$ cat config.mk
export PLATFORM = sky130hd
export DESIGN_NAME = pipeline_ctrl
export DESIGN_NICKNAME = d
export VERILOG_FILES = /design/src/rtl/pipe_pkg.sv /design/src/rtl/hazard_detect.sv /design/src/rtl/pipeline_ctrl.sv
export SDC_FILE = /design/constraint.sdc
export NUM_CORES = 1
export LEC_CHECK = 0
export ABC_AREA = 1
export BUFFER_PORTS_ARGS = -buffer_cell sky130_fd_sc_hd__buf_2
export CELL_PAD_IN_SITES_DETAIL_PLACEMENT = 0
export CELL_PAD_IN_SITES_GLOBAL_PLACEMENT = 1
export CORE_MARGIN = 1.5
export CORE_UTILIZATION = 25
export DETAILED_ROUTE_END_ITERATION = 10
export PLACE_DENSITY = 0.63
export SLEW_MARGIN = 15
export SYNTH_ARGS = -nofsm -noshare
export SYNTH_HDL_FRONTEND = slang
export SYNTH_HIERARCHICAL = 1
export SYNTH_SLANG_ARGS = --single-unit
$ cat constraint.sdc
create_clock -name clk -period 3.36 [get_ports clk]
set_clock_uncertainty 0.1 [all_clocks]
set_input_delay 0.168 -clock clk [delete_from_list [all_inputs] [get_ports clk]]
set_output_delay 0.168 -clock clk [all_outputs]
set_load 0.005 [all_outputs]
$ cat src/rtl/pipe_pkg.sv
// ---------------------------------------------------------------------------
// pipe_pkg -- shared definitions for the pipeline hazard/stall controller.
//   state_e         : controller FSM states (run, memory wait, halted)
//   REG_IDX_W       : width of architectural register numbers
//   MEM_TIMEOUT_DEF : default memory-wait budget in cycles
//   WAIT_CNT_W      : width of the memory-wait cycle counter
// ---------------------------------------------------------------------------
package pipe_pkg;

   typedef enum logic [1:0] {
      S_RUN  = 2'd0,
      S_WAIT = 2'd1,
      S_HALT = 2'd2
   } state_e;

   localparam int REG_IDX_W       = 4;
   localparam int MEM_TIMEOUT_DEF = 15;
   localparam int WAIT_CNT_W      = 8;

endpackage

$ cat src/rtl/hazard_detect.sv
// ---------------------------------------------------------------------------
// hazard_detect -- combinational RAW hazard comparator for the ID stage.
// Ports:
//   id_src1/2, id_src1/2_vld : ID-stage source register numbers and use flags
//   exe_wb_en, exe_dest      : EXE-stage write-back enable and destination
//   exe_mem_read             : EXE-stage instruction is a load
//   mem_wb_en, mem_dest      : MEM-stage write-back enable and destination
//   hazard                   : ID must wait for a producer still in flight
// Build option:
//   PIPE_FWD_EN : forwarding present, so only load-use in EXE is a hazard.
// Register 0 is compared like any other register.
// ---------------------------------------------------------------------------
module hazard_detect
   import pipe_pkg::*;
(
   input  logic [REG_IDX_W-1:0] id_src1,
   input  logic [REG_IDX_W-1:0] id_src2,
   input  logic                 id_src1_vld,
   input  logic                 id_src2_vld,
   input  logic                 exe_wb_en,
   input  logic [REG_IDX_W-1:0] exe_dest,
   input  logic                 exe_mem_read,
   input  logic                 mem_wb_en,
   input  logic [REG_IDX_W-1:0] mem_dest,
   output logic                 hazard
);

   logic exe_qual_s;
   logic mem_qual_s;

`ifdef PIPE_FWD_EN
   // Forwarding covers ALU results and MEM-stage values; only a load in EXE
   // cannot be bypassed in time.
   logic unused_mem_s;
   assign exe_qual_s   = exe_wb_en & exe_mem_read;
   assign mem_qual_s   = 1'b0;
   assign unused_mem_s = ^{mem_wb_en, mem_dest};
`else
   // Without forwarding every in-flight writer blocks its readers, loads or not.
   logic unused_load_s;
   assign exe_qual_s    = exe_wb_en;
   assign mem_qual_s    = mem_wb_en;
   assign unused_load_s = exe_mem_read;
`endif

   logic src1_hit_s;
   logic src2_hit_s;

   assign src1_hit_s = id_src1_vld & ((exe_qual_s & (id_src1 == exe_dest)) |
                                      (mem_qual_s & (id_src1 == mem_dest)));
   assign src2_hit_s = id_src2_vld & ((exe_qual_s & (id_src2 == exe_dest)) |
                                      (mem_qual_s & (id_src2 == mem_dest)));
   assign hazard     = src1_hit_s | src2_hit_s;

endmodule

$ cat src/rtl/pipeline_ctrl.sv
// ---------------------------------------------------------------------------
// pipeline_ctrl -- stall/flush controller for a 5-stage pipeline.
// Parameters:
//   MEM_TIMEOUT : consecutive memory-wait cycles tolerated before halting
//   CNT_W       : width of the saturating performance counters
// Ports:
//   clk, rst (synchronous, active-low)
//   id_src1/2(_vld), exe_wb_en/exe_dest/exe_mem_read, mem_wb_en/mem_dest
//                 : hazard comparator inputs
//   branch_taken, mem_req, mem_ready : control events
//   freeze, flush, id_bubble, pipe_stall, halted : pipeline controls
//   stall_cycles, flush_count : performance counters
// Build option:
//   PIPE_FWD_EN : selects the load-use-only hazard rule in hazard_detect.
// All control outputs are combinational from inputs and current state and
// are forced low while rst is asserted.
// ---------------------------------------------------------------------------
module pipeline_ctrl
   import pipe_pkg::*;
#(
   parameter int MEM_TIMEOUT = MEM_TIMEOUT_DEF,
   parameter int CNT_W       = 16
) (
   input  logic                 clk,
   input  logic                 rst,
   input  logic [REG_IDX_W-1:0] id_src1,
   input  logic [REG_IDX_W-1:0] id_src2,
   input  logic                 id_src1_vld,
   input  logic                 id_src2_vld,
   input  logic                 exe_wb_en,
   input  logic [REG_IDX_W-1:0] exe_dest,
   input  logic                 exe_mem_read,
   input  logic                 mem_wb_en,
   input  logic [REG_IDX_W-1:0] mem_dest,
   input  logic                 branch_taken,
   input  logic                 mem_req,
   input  logic                 mem_ready,
   output logic                 freeze,
   output logic                 flush,
   output logic                 id_bubble,
   output logic                 pipe_stall,
   output logic                 halted,
   output logic [CNT_W-1:0]     stall_cycles,
   output logic [CNT_W-1:0]     flush_count
);

   localparam logic [WAIT_CNT_W-1:0] TIMEOUT_C  = WAIT_CNT_W'(MEM_TIMEOUT);
   localparam logic [WAIT_CNT_W-1:0] WAIT_ONE_C = {{(WAIT_CNT_W-1){1'b0}}, 1'b1};
   localparam logic [CNT_W-1:0]      CNT_ONE_C  = {{(CNT_W-1){1'b0}}, 1'b1};
   localparam logic [CNT_W-1:0]      CNT_MAX_C  = {CNT_W{1'b1}};

   state_e                state_q, state_d;
   logic [WAIT_CNT_W-1:0] wait_cnt_q, wait_cnt_d;
   logic [CNT_W-1:0]      stall_cycles_q, stall_cycles_d;
   logic [CNT_W-1:0]      flush_count_q, flush_count_d;
   logic                  hazard_s;
   logic                  mem_busy_s;

   hazard_detect u_hazard_detect (
      .id_src1      (id_src1),
      .id_src2      (id_src2),
      .id_src1_vld  (id_src1_vld),
      .id_src2_vld  (id_src2_vld),
      .exe_wb_en    (exe_wb_en),
      .exe_dest     (exe_dest),
      .exe_mem_read (exe_mem_read),
      .mem_wb_en    (mem_wb_en),
      .mem_dest     (mem_dest),
      .hazard       (hazard_s)
   );

   assign mem_busy_s = mem_req & ~mem_ready;

   // State, wait counter and performance counter registers.
   always_ff @(posedge clk) begin
      if (!rst) begin
         state_q        <= S_RUN;
         wait_cnt_q     <= {WAIT_CNT_W{1'b0}};
         stall_cycles_q <= {CNT_W{1'b0}};
         flush_count_q  <= {CNT_W{1'b0}};
      end else begin
         state_q        <= state_d;
         wait_cnt_q     <= wait_cnt_d;
         stall_cycles_q <= stall_cycles_d;
         flush_count_q  <= flush_count_d;
      end
   end

   // Next-state logic: memory wait tracking and timeout detection.
   always_comb begin
      state_d    = state_q;
      wait_cnt_d = wait_cnt_q;
      case (state_q)
         S_RUN: begin
            if (mem_busy_s) begin
               state_d    = S_WAIT;
               wait_cnt_d = {WAIT_CNT_W{1'b0}};
            end else begin
               state_d    = S_RUN;
            end
         end
         S_WAIT: begin
            // Completion is checked first so a ready in the timeout cycle wins.
            if (mem_ready || !mem_req) begin
               state_d = S_RUN;
            end else if ((wait_cnt_q + WAIT_ONE_C) == TIMEOUT_C) begin
               state_d    = S_HALT;
               wait_cnt_d = wait_cnt_q + WAIT_ONE_C;
            end else begin
               wait_cnt_d = wait_cnt_q + WAIT_ONE_C;
            end
         end
         S_HALT: begin
            state_d = S_HALT;
         end
         default: begin
            state_d    = S_RUN;
            wait_cnt_d = {WAIT_CNT_W{1'b0}};
         end
      endcase
   end

   // Output logic: priority is memory stall, then branch, then data hazard.
   always_comb begin
      freeze     = 1'b0;
      flush      = 1'b0;
      id_bubble  = 1'b0;
      pipe_stall = 1'b0;
      halted     = 1'b0;
      if (!rst) begin
         freeze     = 1'b0;
         pipe_stall = 1'b0;
      end else if (state_q == S_HALT) begin
         freeze     = 1'b1;
         pipe_stall = 1'b1;
         halted     = 1'b1;
      end else begin
         pipe_stall = mem_busy_s;
         flush      = branch_taken & ~mem_busy_s;
         // A taken branch discards the hazarding instruction, so the PC is
         // left free to load the branch target.
         freeze     = mem_busy_s | (hazard_s & ~branch_taken);
         id_bubble  = hazard_s & ~branch_taken & ~mem_busy_s;
      end
   end

   // Saturating performance counters.
   always_comb begin
      if (freeze && (stall_cycles_q != CNT_MAX_C)) begin
         stall_cycles_d = stall_cycles_q + CNT_ONE_C;
      end else begin
         stall_cycles_d = stall_cycles_q;
      end
      if (flush && (flush_count_q != CNT_MAX_C)) begin
         flush_count_d = flush_count_q + CNT_ONE_C;
      end else begin
         flush_count_d = flush_count_q;
      end
   end

   assign stall_cycles = stall_cycles_q;
   assign flush_count  = flush_count_q;

endmodule

# == Word level (Yosys, flattened, before mapping) ==
# Index checks and enable logic that the tools add are counted.
# Widths: inputs -> output; s select.
# word_totals
regBits,42
in_bits,26
wordCells,60
# op_classes
addsub,3
n_eq_ne,12
muxes,17
bitwise_logic,18
n_reduce_logical,6
# ops
operator,count
$add 16x1->16 const B,2
$ne 16x16->1 const B,2
$pmux 8 s3,1
$eq 4x4->1,4
$mux 8,2
$mux 1,11
$and 1x1->1,10
$add 8x1->8 const B,1
$eq 8x4->1 const B,1
$pmux 2 s3,1
$mux 2,2
$ne 2x2->1 const B,2
$not 1->1,4
$or 1x1->1,4
$ne 3x3->1 const B,1
$reduce_and 3->1,1
$eq 2x1->1 const B,1
$eq 2x2->1 const B,1
$logic_and 1x1->1,2
$logic_not 2->1,1
$logic_not 1->1,1
$logic_or 1x1->1,1

# == Longest topological paths before layout ==
# Gate-level depths: netlist of the first run.
# logic_depth
word_depth,10
ltp_mapped,17
mapped_depth_nobuf,16

# == Modules after synthesis ==
# The synthesis of the first run kept the hierarchy.
# by_module_without_submodules
module,instances,cells_each,area_each_um2,seq_area_each_um2
pipeline_ctrl,1,389,2513.7,840.8
hazard_detect,1,70,287.8,0.0

# == Worst setup path before layout of the first run ==
# OpenSTA, ideal clock, no wires.
# synth_path
kind,reg-to-reg
from,register stall_cycles_q[0] (netlist: stall_cycles[0])
to,register stall_cycles_q[13] (netlist: stall_cycles[13])
setup_time_ns,0.115
t_arrival_ns,1.409
required_time_ns,3.145
path_slack_ns,1.736
stages_incl_launch_ff,11
cell_sequence,dfxtp_1 > ha_1 > nand2_2 > nor2_4 > nand2_2 > nor2_2 > nor2_2 > buf_6 > buf_6 > a21oi_1 > nor2_1
# synth_between
elab_chain_cells,2
# synth_lines
item,line_no,rtl
"start, declared",pipeline_ctrl.sv:54,"logic [CNT_W-1:0] stall_cycles_q, stall_cycles_d;"
"start signal, assigned",pipeline_ctrl.sv:79,stall_cycles_q <= {CNT_W{1'b0}};
"start signal, assigned",pipeline_ctrl.sv:84,stall_cycles_q <= stall_cycles_d;
branches (longest 2 deep; another with $add 16x1->16),--,
# Parallel ways; which one is timed is not known.
# A chain may end at the register's enable or synchronous reset.

# == Final worst setup path of the first run ==
# layout_path
from,register stall_cycles_q[0] (netlist: stall_cycles[0])
to,register stall_cycles_q[14] (netlist: stall_cycles[14])
# Same word-level chain as after synthesis.

==> summary.md, run 1 <==
| Metric | Value |
|---|---|
| Worst setup SP type | register |
| Post-Route WL | approximately 7300 µm |
| Leakage Power | around 1.5 nW |
| Fmax | around 0.51 GHz |
| Die width | between 100 and 150 µm |
| Worst path bufs/invs | 1 |
| Crit share post-route | between 50% and 60% |
| Sequential fraction of the synthesis area | around 30% |
| Cells on worst reg2reg path | 9 |
| Worst slack at placement | 1180 ps |
| Status | completed |
| Synth area leader | dfxtp_1 |
| Worst setup EP type | register |
| Most frequent cells in the layout | nand2_1, nor2_1, buf_2 |
| Synth Area per Inst | roughly 6.1 µm² |
| Worst Tran Pin Value | 654 ps |
| Cell area after layout | around 0.0033 mm² |
| Cells along the critical path | ha_1 > nand2_2 > nor2_4 > nand2_2 > nor2_2 > nor2_2 > clkinv_1 > nand2_1 > a21oi_1 |
| Hold WS | between 150 and 200 ps |
| CP Depth | 9 |
| Relative slew slack | 56.4% |
| Worst min path class | input pin to register |
| Clock slew at reported path FFs | about 90 ps |
| Die area | roughly 0.012 mm² |
| Max VDD drop | between 0.15 and 0.2 mV |
| Slowest CP cell | dfxtp_1 |
| Critical path class | register to register |
| Worst skew pair latency | 300 ps |
| First-pass GRT wire length | between 10000 and 15000 µm |
| CTS buffer count | 5 |
| Data required, critical path | 3420 ps |
| Area fraction of the dominant cell type after synthesis | between 30% and 40% |
| Endpoints failing setup | 0 |
| Via count | between 2k and 3k |
| HPWL after DPL | 5640 µm |
| Via density | 4.39 |
| Fin util | 30.7% |
| ANT nets after route | 0 |
| CP top delay family | simple AND/OR/NAND/NOR gates |
| Sink Count | 42 |
| Setup TNS | 0 ps |
| Most common cell after layout, fill and taps aside | nand2_1 |
| Synth area leaders | dfxtp_1, nand2_1, nor2_1 |
| Layout cell share with drive strength beyond 1 | about a fifth |
| Placed cell areas | 0.00323 mm² |
| Fin nets | between 500 and 600 |
| Largest net degree at the start of global routing | 19 |
| CTS resizes | 0 |
| Setup slack after layout | about 1400 ps |
| Routability cong. | 0.779 |
| Vias in the first global route | between 2k and 3k |
| PortBufs | between 60 and 70 |
| Overflow after GRT | 0 |
| Clock period minus worst slack | just under 2000 ps |
| Core area | between 0.01 and 0.015 mm² |
| CTS hold repair buffers | 0 |
| Max FO, Critical Path | 10 |
| Mapped Nets | between 400 and 500 |
| Post-Syn Area | 0.00280 mm² |
| Drt initial violations | roughly 170 |
| Worst EP arrival | between 2000 and 2500 ps |
| # diodes | 0 |
| Die Ht | between 100 and 150 µm |
| Hold depth | 3 |
| Worst-case clock buffer depth | 2 |
| Postcts setup bufs | 0 |
| Synth Register Bits | between 40 and 50 |
| Drt pass-1 iters | 4 |
| CTS HTree Levels | 2 |
| Cells after Synth | around 460 |
| Row count | 38 |
| Unrepaired setup endpoints after global routing | no |
| CTS tree | yes |
| Initial Utilization | between 20% and 30% |
| I/O pin cnt | between 60 and 70 |
| Fill count | 1218 |
| Max Cap Violations | 0 |
| Hold Fails Final Rpt | 0 |
| Slew Viols, Final | 0 |
| R2r setup slk | around 1400 ps |
| Root Buffer | clkbuf_8 |
| DRC | 0 |
| Worst stage delay on the critical path | 360 ps |
| Area growth from synthesis to layout | 19.2% |
| Initial antenna violation count | 0 |
| GRT Total Usage | 13.1% |
| YS warnings | 6 |
| Unique cell type count in the Yosys netlist | 26 |
| Wire per inst | approximately 11 µm |
| Cell Pwr Density | 309 mW/mm² |
report_power, final:
group	internal [mW]	switching, mW
logic	0.0394	0.0703
clock network	0.219	0.192
registers	0.503	0.00705
total	0.761	0.270
flip-flops by register name, indices dropped and copies added, names as in the netlist:
name and count:
stall_cycles 16, wait_cnt_q 8, state_q 2, flush_count 16
tightest hold or removal path: stages:
cell     delay, ps
buf_2          210
nand2_1        110
nor2_1          30
area by class of cell:
| cell class | count | area (µm²) | area share [%] |
|---|---|---|---|
| clock buffers | 5 | 68.8 | 2.06 |
| repair buffers | 63 | 320 | 9.60 |
| inverters | 53 | 199 | 5.96 |
| clock inverters | 3 | 40.0 | 1.20 |
| well taps | 140 | 175 | 5.25 |
| flip-flops and latches | 42 | 841 | 25.2 |
| multi-input cells | 355 | 1690 | 50.7 |
routing by layer:
metal | track usage, % | share of wire [%]
met2 | 22.8 | 46
met1 | 16.2 | 49
met4 | 4.42 | 1.3
met5 | 0 | 0
met3 | 2.45 | 3.8
per-stage QoR:
| stage | instances | power, mW |
|---|---|---|
| final | 661 | 1.03 |
| after global routing | 661 | 1.08 |
| after CTS | 661 | 1.05 |
| after detailed placement | 653 | 0.633 |
| after global placement | 653 | 0.632 |
| after floorplan | 459 | 0.592 |
cells by family after synthesis:
group           after synthesis  share of synthesized area, %
simple gates                286                          42.5
xor+xnor                     20                          6.25
fa+ha+maj                     4                          1.79
flops                        42                          30.0
compound gates               45                          9.92
buf+inv                      62                          9.51
Yosys cell counts (all sizes together):
| master | instances |
|---|---|
| nand4 | 10 |
| clkbuf | 4 |
| or2 | 1 |
| nor3 | 1 |
| ha | 4 |
| dfxtp | 42 |
| a21boi | 1 |
| inv | 51 |
| nor2 | 72 |
| xnor2 | 14 |
| clkinv | 2 |
| nand2 | 177 |
| nand3 | 25 |
| a21oi | 32 |
| xor2 | 6 |
| o21ai | 11 |
| buf | 5 |
| a31oi | 1 |
path summary, 6_finish.rpt:
path                        start          endpoint
hold / removal                rst   stall_cycles[6]
hold reg to reg     wait_cnt_q[7]     wait_cnt_q[7]
setup / recovery  stall_cycles[0]  stall_cycles[14]
setup reg to reg  stall_cycles[0]  stall_cycles[14]
Note: power is estimated with default switching activity, not from simulation.
==> inputs of run 2 (changes only) <==
PLACE_DENSITY = 0.65   (was 0.63)
clock period = 1.6 ns   (was 3.36 ns; I/O delays follow)
==> run 2 against run 1 <==
Net effect:
- sequential share of layout area down 2.8 points
- clock power up 72%
- combinational power rose to 2.7 times the previous value
- global-route usage up 0.079 points
- final area up 14%
- non-clock buffer count up 42
- register-to-register slack worse by 1300 ps
- flip-flop and latch count unchanged
- total power up 100%
- hold slack worse by 10 ps
- routed wire length up 2.8%
- utilization up 4.2 points
==> summary.md, run 2 (synthesized netlist as in run 1, its figures left out) <==
| Metric | Value |
|---|---|
| Status | completed |
| Worst EP arrival | 1630 ps |
| Slowest CP cell | dfxtp_2 |
| Cells on worst reg2reg path | 8 |
| ANT nets after route | 0 |
| Worst skew pair latency | approximately 290 ps |
| Worst setup SP type | register |
| Drt pass-1 iters | 6 |
| CTS tree | yes |
| Root Buffer | clkbuf_8 |
| Worst Tran Pin Value | 300 ps |
| CTS HTree Levels | 2 |
| CTS buffer count | 5 |
| Vias in the first global route | between 2k and 3k |
| Via count | between 3k and 4k |
| Slew Viols, Final | 0 |
| Endpoints failing setup | 0 |
| Relative slew slack | around 80% |
| Worst stage delay on the critical path | around 360 ps |
| Data required, critical path | between 1500 and 2000 ps |
| Max FO, Critical Path | 4 |
| Row count | 38 |
| Largest net degree at the start of global routing | 29 |
| Final Total Pwr | between 2 and 2.5 mW |
| Clock slew at reported path FFs | ~80 ps |
| PortBufs | 61 |
| Unrepaired setup endpoints after global routing | yes |
| Die Ht | approximately 110 µm |
| Crit Reg-Reg Endpoint | flush_count[15] |
| CP Launch Point | flush_count[0] |
| Critical path class | register to register |
| Overflow after GRT | 0 |
| Cell total after placement | roughly 690 |
| Fmax | 0.664 GHz |
| Most frequent cells in the layout | nand2_1, buf_2, nor2_1 |
| Cells along the critical path | ha_4 > nand3_2 > inv_2 > nand3_4 > o21ai_4 > buf_4 > nand2_1 > a21oi_1 |
| First-pass GRT wire length | between 10000 and 15000 µm |
| Crit Reg-Reg Startpoint | flush_count[0] |
| Fin cells | around 700 |
| CP Depth | 8 |
| Layout cell share with drive strength beyond 1 | around 30% |
| Routability cong. | ~0.76 |
| Post-Route WL | approximately 7500 µm |
| Sink Count | 42 |
| Core area | around 0.011 mm² |
| Worst-case clock buffer depth | 2 |
| Crit share post-route | a little over nine tenths |
| Worst min path class | input pin to register |
| R2r setup slk | ~95 ps |
| Cell area after layout | about 0.0038 mm² |
| Most common cell after layout, fill and taps aside | nand2_1 |
| Initial antenna violation count | 0 |
| Fin nets | just under 600 |
| I/O pin cnt | 63 |
| Clock period minus worst slack | between 1500 and 2000 ps |
| Fill count | around 1.2k |
| Max Cap Violations | 0 |
| Hold WS | between 100 and 150 ps |
| Setup TNS | 0 ps |
| Worst path bufs/invs | 2 |
| Initial Utilization | between 20% and 30% |
| Worst setup EP type | register |
| CP Capture Point | flush_count[15] |
| Hold Fails Final Rpt | 0 |
| FF/Latch Area | between 800 and 900 µm² |
| Cell Pwr Density | 547 mW/mm² |
| Max VDD drop | just over 0.3 mV |
| HPWL after DPL | ~5800 µm |
| # diodes | 0 |
| CTS hold repair buffers | 0 |
| DRC | 0 |
| Area growth from synthesis to layout | 35.4% |
| Multi-input gate area | around 0.0018 mm² |
| Die width | about 110 µm |
| GRT Total Usage | a little over an eighth |
| Die area | approximately 0.012 mm² |
| Leakage Power | roughly 1.7 nW |
| Drt initial violations | 86 |
| Via density | ~4.3 |
| Wire per inst | 10.7 µm |
| CP top delay family | compound AO/OA/AOI/OAI gates |
| Placed cell areas | between 0.003 and 0.004 mm² |
[run 2: changes by cell type in the layout (fill, tap and decap cells not counted), moves of 3 or more]
cell | previous run | this run
dfxtp_2 | 0 | 8
nor2_1 | 64 | 59
nand2_2 | 7 | 10
nor2_2 | 6 | 9
buf_4 | 2 | 39
buf_12 | 0 | 3
dfxtp_1 | 42 | 34
nand2_1 | 170 | 165
[run 2: area by class of cell]
class                           instances  share of cell area, %
Multi-Input combinational cell        355                   47.0
Timing Repair Buffer                  105                   18.3
Clock buffer                            7                   2.28
Sequential cell                        42                   22.4
Inverter                               53                   5.24
Clock inverter                          1                  0.132
Tap cell                              140                   4.62
[run 2: worst min-delay path by stage]
stage | startpoint | to | slack, ps | depth (start not counted)
final | rst | stall_cycles[12] | 150 | 4
after global routing | rst | stall_cycles[9] | 160 | 4
after CTS | rst | stall_cycles[12] | 140 | 4
after detailed placement | wait_cnt_q[7] | wait_cnt_q[7] | 380 | 2
after global placement | wait_cnt_q[7] | wait_cnt_q[7] | 370 | 2
after floorplan | branch_taken | flush | 200 | 2
[run 2: per-layer routing]
layer	routed length [µm]	vias up	GRT usage, %
met2	3540	48	23.6
met1	3610	1354	16.2
li1	-	1630	-
met5	0	-	0
met3	304	5	2.21
met4	84	0	4.04
[run 2: per-stage QoR]
step	worst slack (ps)	util [%]
finish	94.6	34.8
global route	-12.7	34.8
CTS	14.8	33.7
detailed placement	-166	32.8
global placement	-167	32.8
floorplan	6.77	-
[run 2: what timing repair did]
action	CTS	global route
setup endpoints to repair	1	25
resized for setup	1	31
buffers inserted	0	1
pin swaps	0	6
gates cloned	0	1
[run 2: tightest hold or removal path, delay by kind of cell]
| family | cells | cell delay [ps] |
|---|---|---|
| AND/OR/NAND/NOR | 2 | 110 |
| buffers and inverters | 2 | 310 |
[run 2: power breakdown]
group | switching (mW) | internal, mW | total, mW
clock network | 0.359 | 0.349 | 0.708
registers | 0.0121 | 1.06 | 1.07
logic | 0.169 | 0.130 | 0.298
total | 0.540 | 1.54 | 2.08
==> inputs of run 3 (changes only) <==
CELL_PAD_IN_SITES_DETAIL_PLACEMENT = 1   (was 0)
CELL_PAD_IN_SITES_GLOBAL_PLACEMENT = 2   (was 1)
PLACE_DENSITY = 0.8   (was 0.65)
TNS_END_PERCENT = 30   (was not set)
==> run 3 against run 2 <==
Net effect:
- via count grew 4.3%
- global-route usage grew 2.3 points
- hold slack lost 31 ps
- critical path depth grew 2
- total power grew 6.8%
- non-clock buffer count shrank 2
- setup slack lost 7.6 ps
- final area shrank 0.86%
- combinational power shrank 2%
- critical path type unchanged
- largest power group unchanged
- highest routed layer unchanged
==> summary.md, run 3 (synthesized netlist as in run 1, its figures left out) <==
| Metric | Value |
|---|---|
| Initial antenna violation count | 0 |
| Worst setup SP type | register |
| Hold Fails Final Rpt | 0 |
| Worst-case clock buffer depth | 2 |
| Die width | roughly 110 µm |
| Leakage Power | 1.72 nW |
| Slew Viols, Final | 0 |
| Drt initial violations | 107 |
| Via density | roughly 4.5 |
| Critical path class | register to register |
| Worst skew pair latency | 300 ps |
| Max FO, Critical Path | 10 |
| Worst stage delay on the critical path | 360 ps |
| Crit share post-route | 94.6% |
| PortBufs | approximately 60 |
| Routability cong. | around 0.74 |
| Sink Count | 42 |
| Max Cap Violations | 0 |
| First-pass GRT wire length | ~15000 µm |
| Worst slack at placement | -216 ps |
| Unrepaired setup endpoints after global routing | yes |
| Worst setup EP type | register |
| Root Buffer | clkbuf_8 |
| DR top layer | met4 |
| Final Total Pwr | about 2.2 mW |
| Row count | 38 |
| GRT Total Usage | approximately 16% |
| Die area | between 0.01 and 0.015 mm² |
| DRC | 0 |
| Core area | between 0.01 and 0.015 mm² |
| Cells on worst reg2reg path | 10 |
| Worst EP arrival | between 1500 and 2000 ps |
| Fmax | about 0.66 GHz |
| Most common cell after layout, fill and taps aside | nand2_1 |
| Fill count | roughly 1.4k |
| Hold depth | 4 |
| HPWL after DPL | 6980 µm |
| Fin nets | around 600 |
| FF/Latch Area | around 850 µm² |
| Setup slack after layout | roughly 87 ps |
| Cells along the critical path | ha_4 > nand2_4 > nor2_4 > nand2_4 > nor2_4 > nor2_4 > clkinv_1 > buf_6 > nand2_1 > a21oi_2 |
| Via count | ~3.2k |
| Die Ht | about 110 µm |
| Vias in the first global route | 3282 |
| Status | completed |
| Worst path bufs/invs | 2 |
| Drt pass-1 iters | 4 |
| I/O pin cnt | 63 |
| Area growth from synthesis to layout | 34.3% |
| # diodes | 0 |
| CTS tree | yes |
| CTS HTree Levels | 2 |
| Most frequent cells in the layout | nand2_1, buf_2, nor2_1 |
| CTS buffer count | 5 |
| Initial Utilization | between 20 and 30% |
| Cell mode on critical path | nor2_4 |
| Layout cell share with drive strength beyond 1 | between 20% and 30% |
| Data required, critical path | around 1700 ps |
| Clock period minus worst slack | approximately 1500 ps |
| Met2 wire len | around 4400 µm |
| Overflow after GRT | 0 |
| Cell Pwr Density | around 600 mW/mm² |
| CP top delay family | simple AND/OR/NAND/NOR gates |
| Slowest CP cell | dfxtp_2 |
| Endpoints failing setup | 0 |
| Clock slew at reported path FFs | approximately 90 ps |
| Relative slew slack | around 81% |
| Post-Route WL | roughly 8800 µm |
| Post-Route M1 WL | a little under 4000 µm |
| Wire per inst | 12.5 µm |
| Cell area after layout | 0.00376 mm² |
| Worst Tran Pin Value | approximately 280 ps |
| ANT nets after route | 0 |
| CP Depth | 10 |
| Worst min path class | input pin to register |
| Placed cell areas | approximately 0.0035 mm² |
| WL met3 | 277 µm |
| Max VDD drop | 0.391 mV |
| Multi-input gate area | 0.00179 mm² |
| Largest net degree at the start of global routing | 20 |
==> run 3: per-layer routing <==
| layer | vias up | track usage [%] |
|---|---|---|
| met5 | - | 0 |
| met4 | 0 | 4.61 |
| met3 | 9 | 2.81 |
| met2 | 51 | 28.2 |
| met1 | 1488 | 18.6 |
| li1 | 1621 | - |
==> run 3: worst register-to-register path, stage by stage, from the launching register on <==
cell and delay [ps]:
dfxtp_2 360, ha_4 150, nand2_4 70, nor2_4 130, nand2_4 80, nor2_4 130, nor2_4 50, clkinv_1 50
buf_6 130, nand2_1 70, a21oi_2 130
==> run 3: power by group <==
group	switching (mW)	leakage, nW	total (mW)	internal, mW
Sequential	0.00978	0.343	1.07	1.06
Combinational	0.171	1.33	0.292	0.121
Clock	0.391	0.0524	0.859	0.468
==> run 3: metrics by stage <==
step | util [%] | cells | hold WS, ps | TNS [ps]
after detailed placement | 32.5 | 692 | 389 | -2860
after floorplan | - | 459 | 197 | 0
after CTS | 33.8 | 701 | 123 | 0
after global routing | 34.5 | 701 | 131 | -33.0
after global placement | 32.5 | 692 | 373 | -2440
final | 34.5 | 701 | 118 | 0
==> run 3: path summary, 6_finish.rpt <==
path / endpoint / slack [ps] / start
setup / recovery: stall_cycles[10] / 90 / stall_cycles[1]
hold / removal: stall_cycles[0] / 120 / rst
setup reg to reg: stall_cycles[10] / 90 / stall_cycles[1]
hold reg to reg: wait_cnt_q[0] / 370 / wait_cnt_q[0]
==> run 3: cell type report <==
type                    instances  share of cell area (%)
well taps                     140                    4.66
clock inverters                 1                   0.798
clock buffers                   7                    2.03
inverters                      53                    5.29
flip-flops and latches         42                    22.6
multi-input cells             355                    47.5
repair buffers                103                    17.1
==> run 3: what timing repair did <==
action,4_1_cts,5_1_grt
setup endpoints to repair,12,27
gates resized for setup,5,33
pin swaps,2,3
hold buffers,0,0
setup buffers,1,0
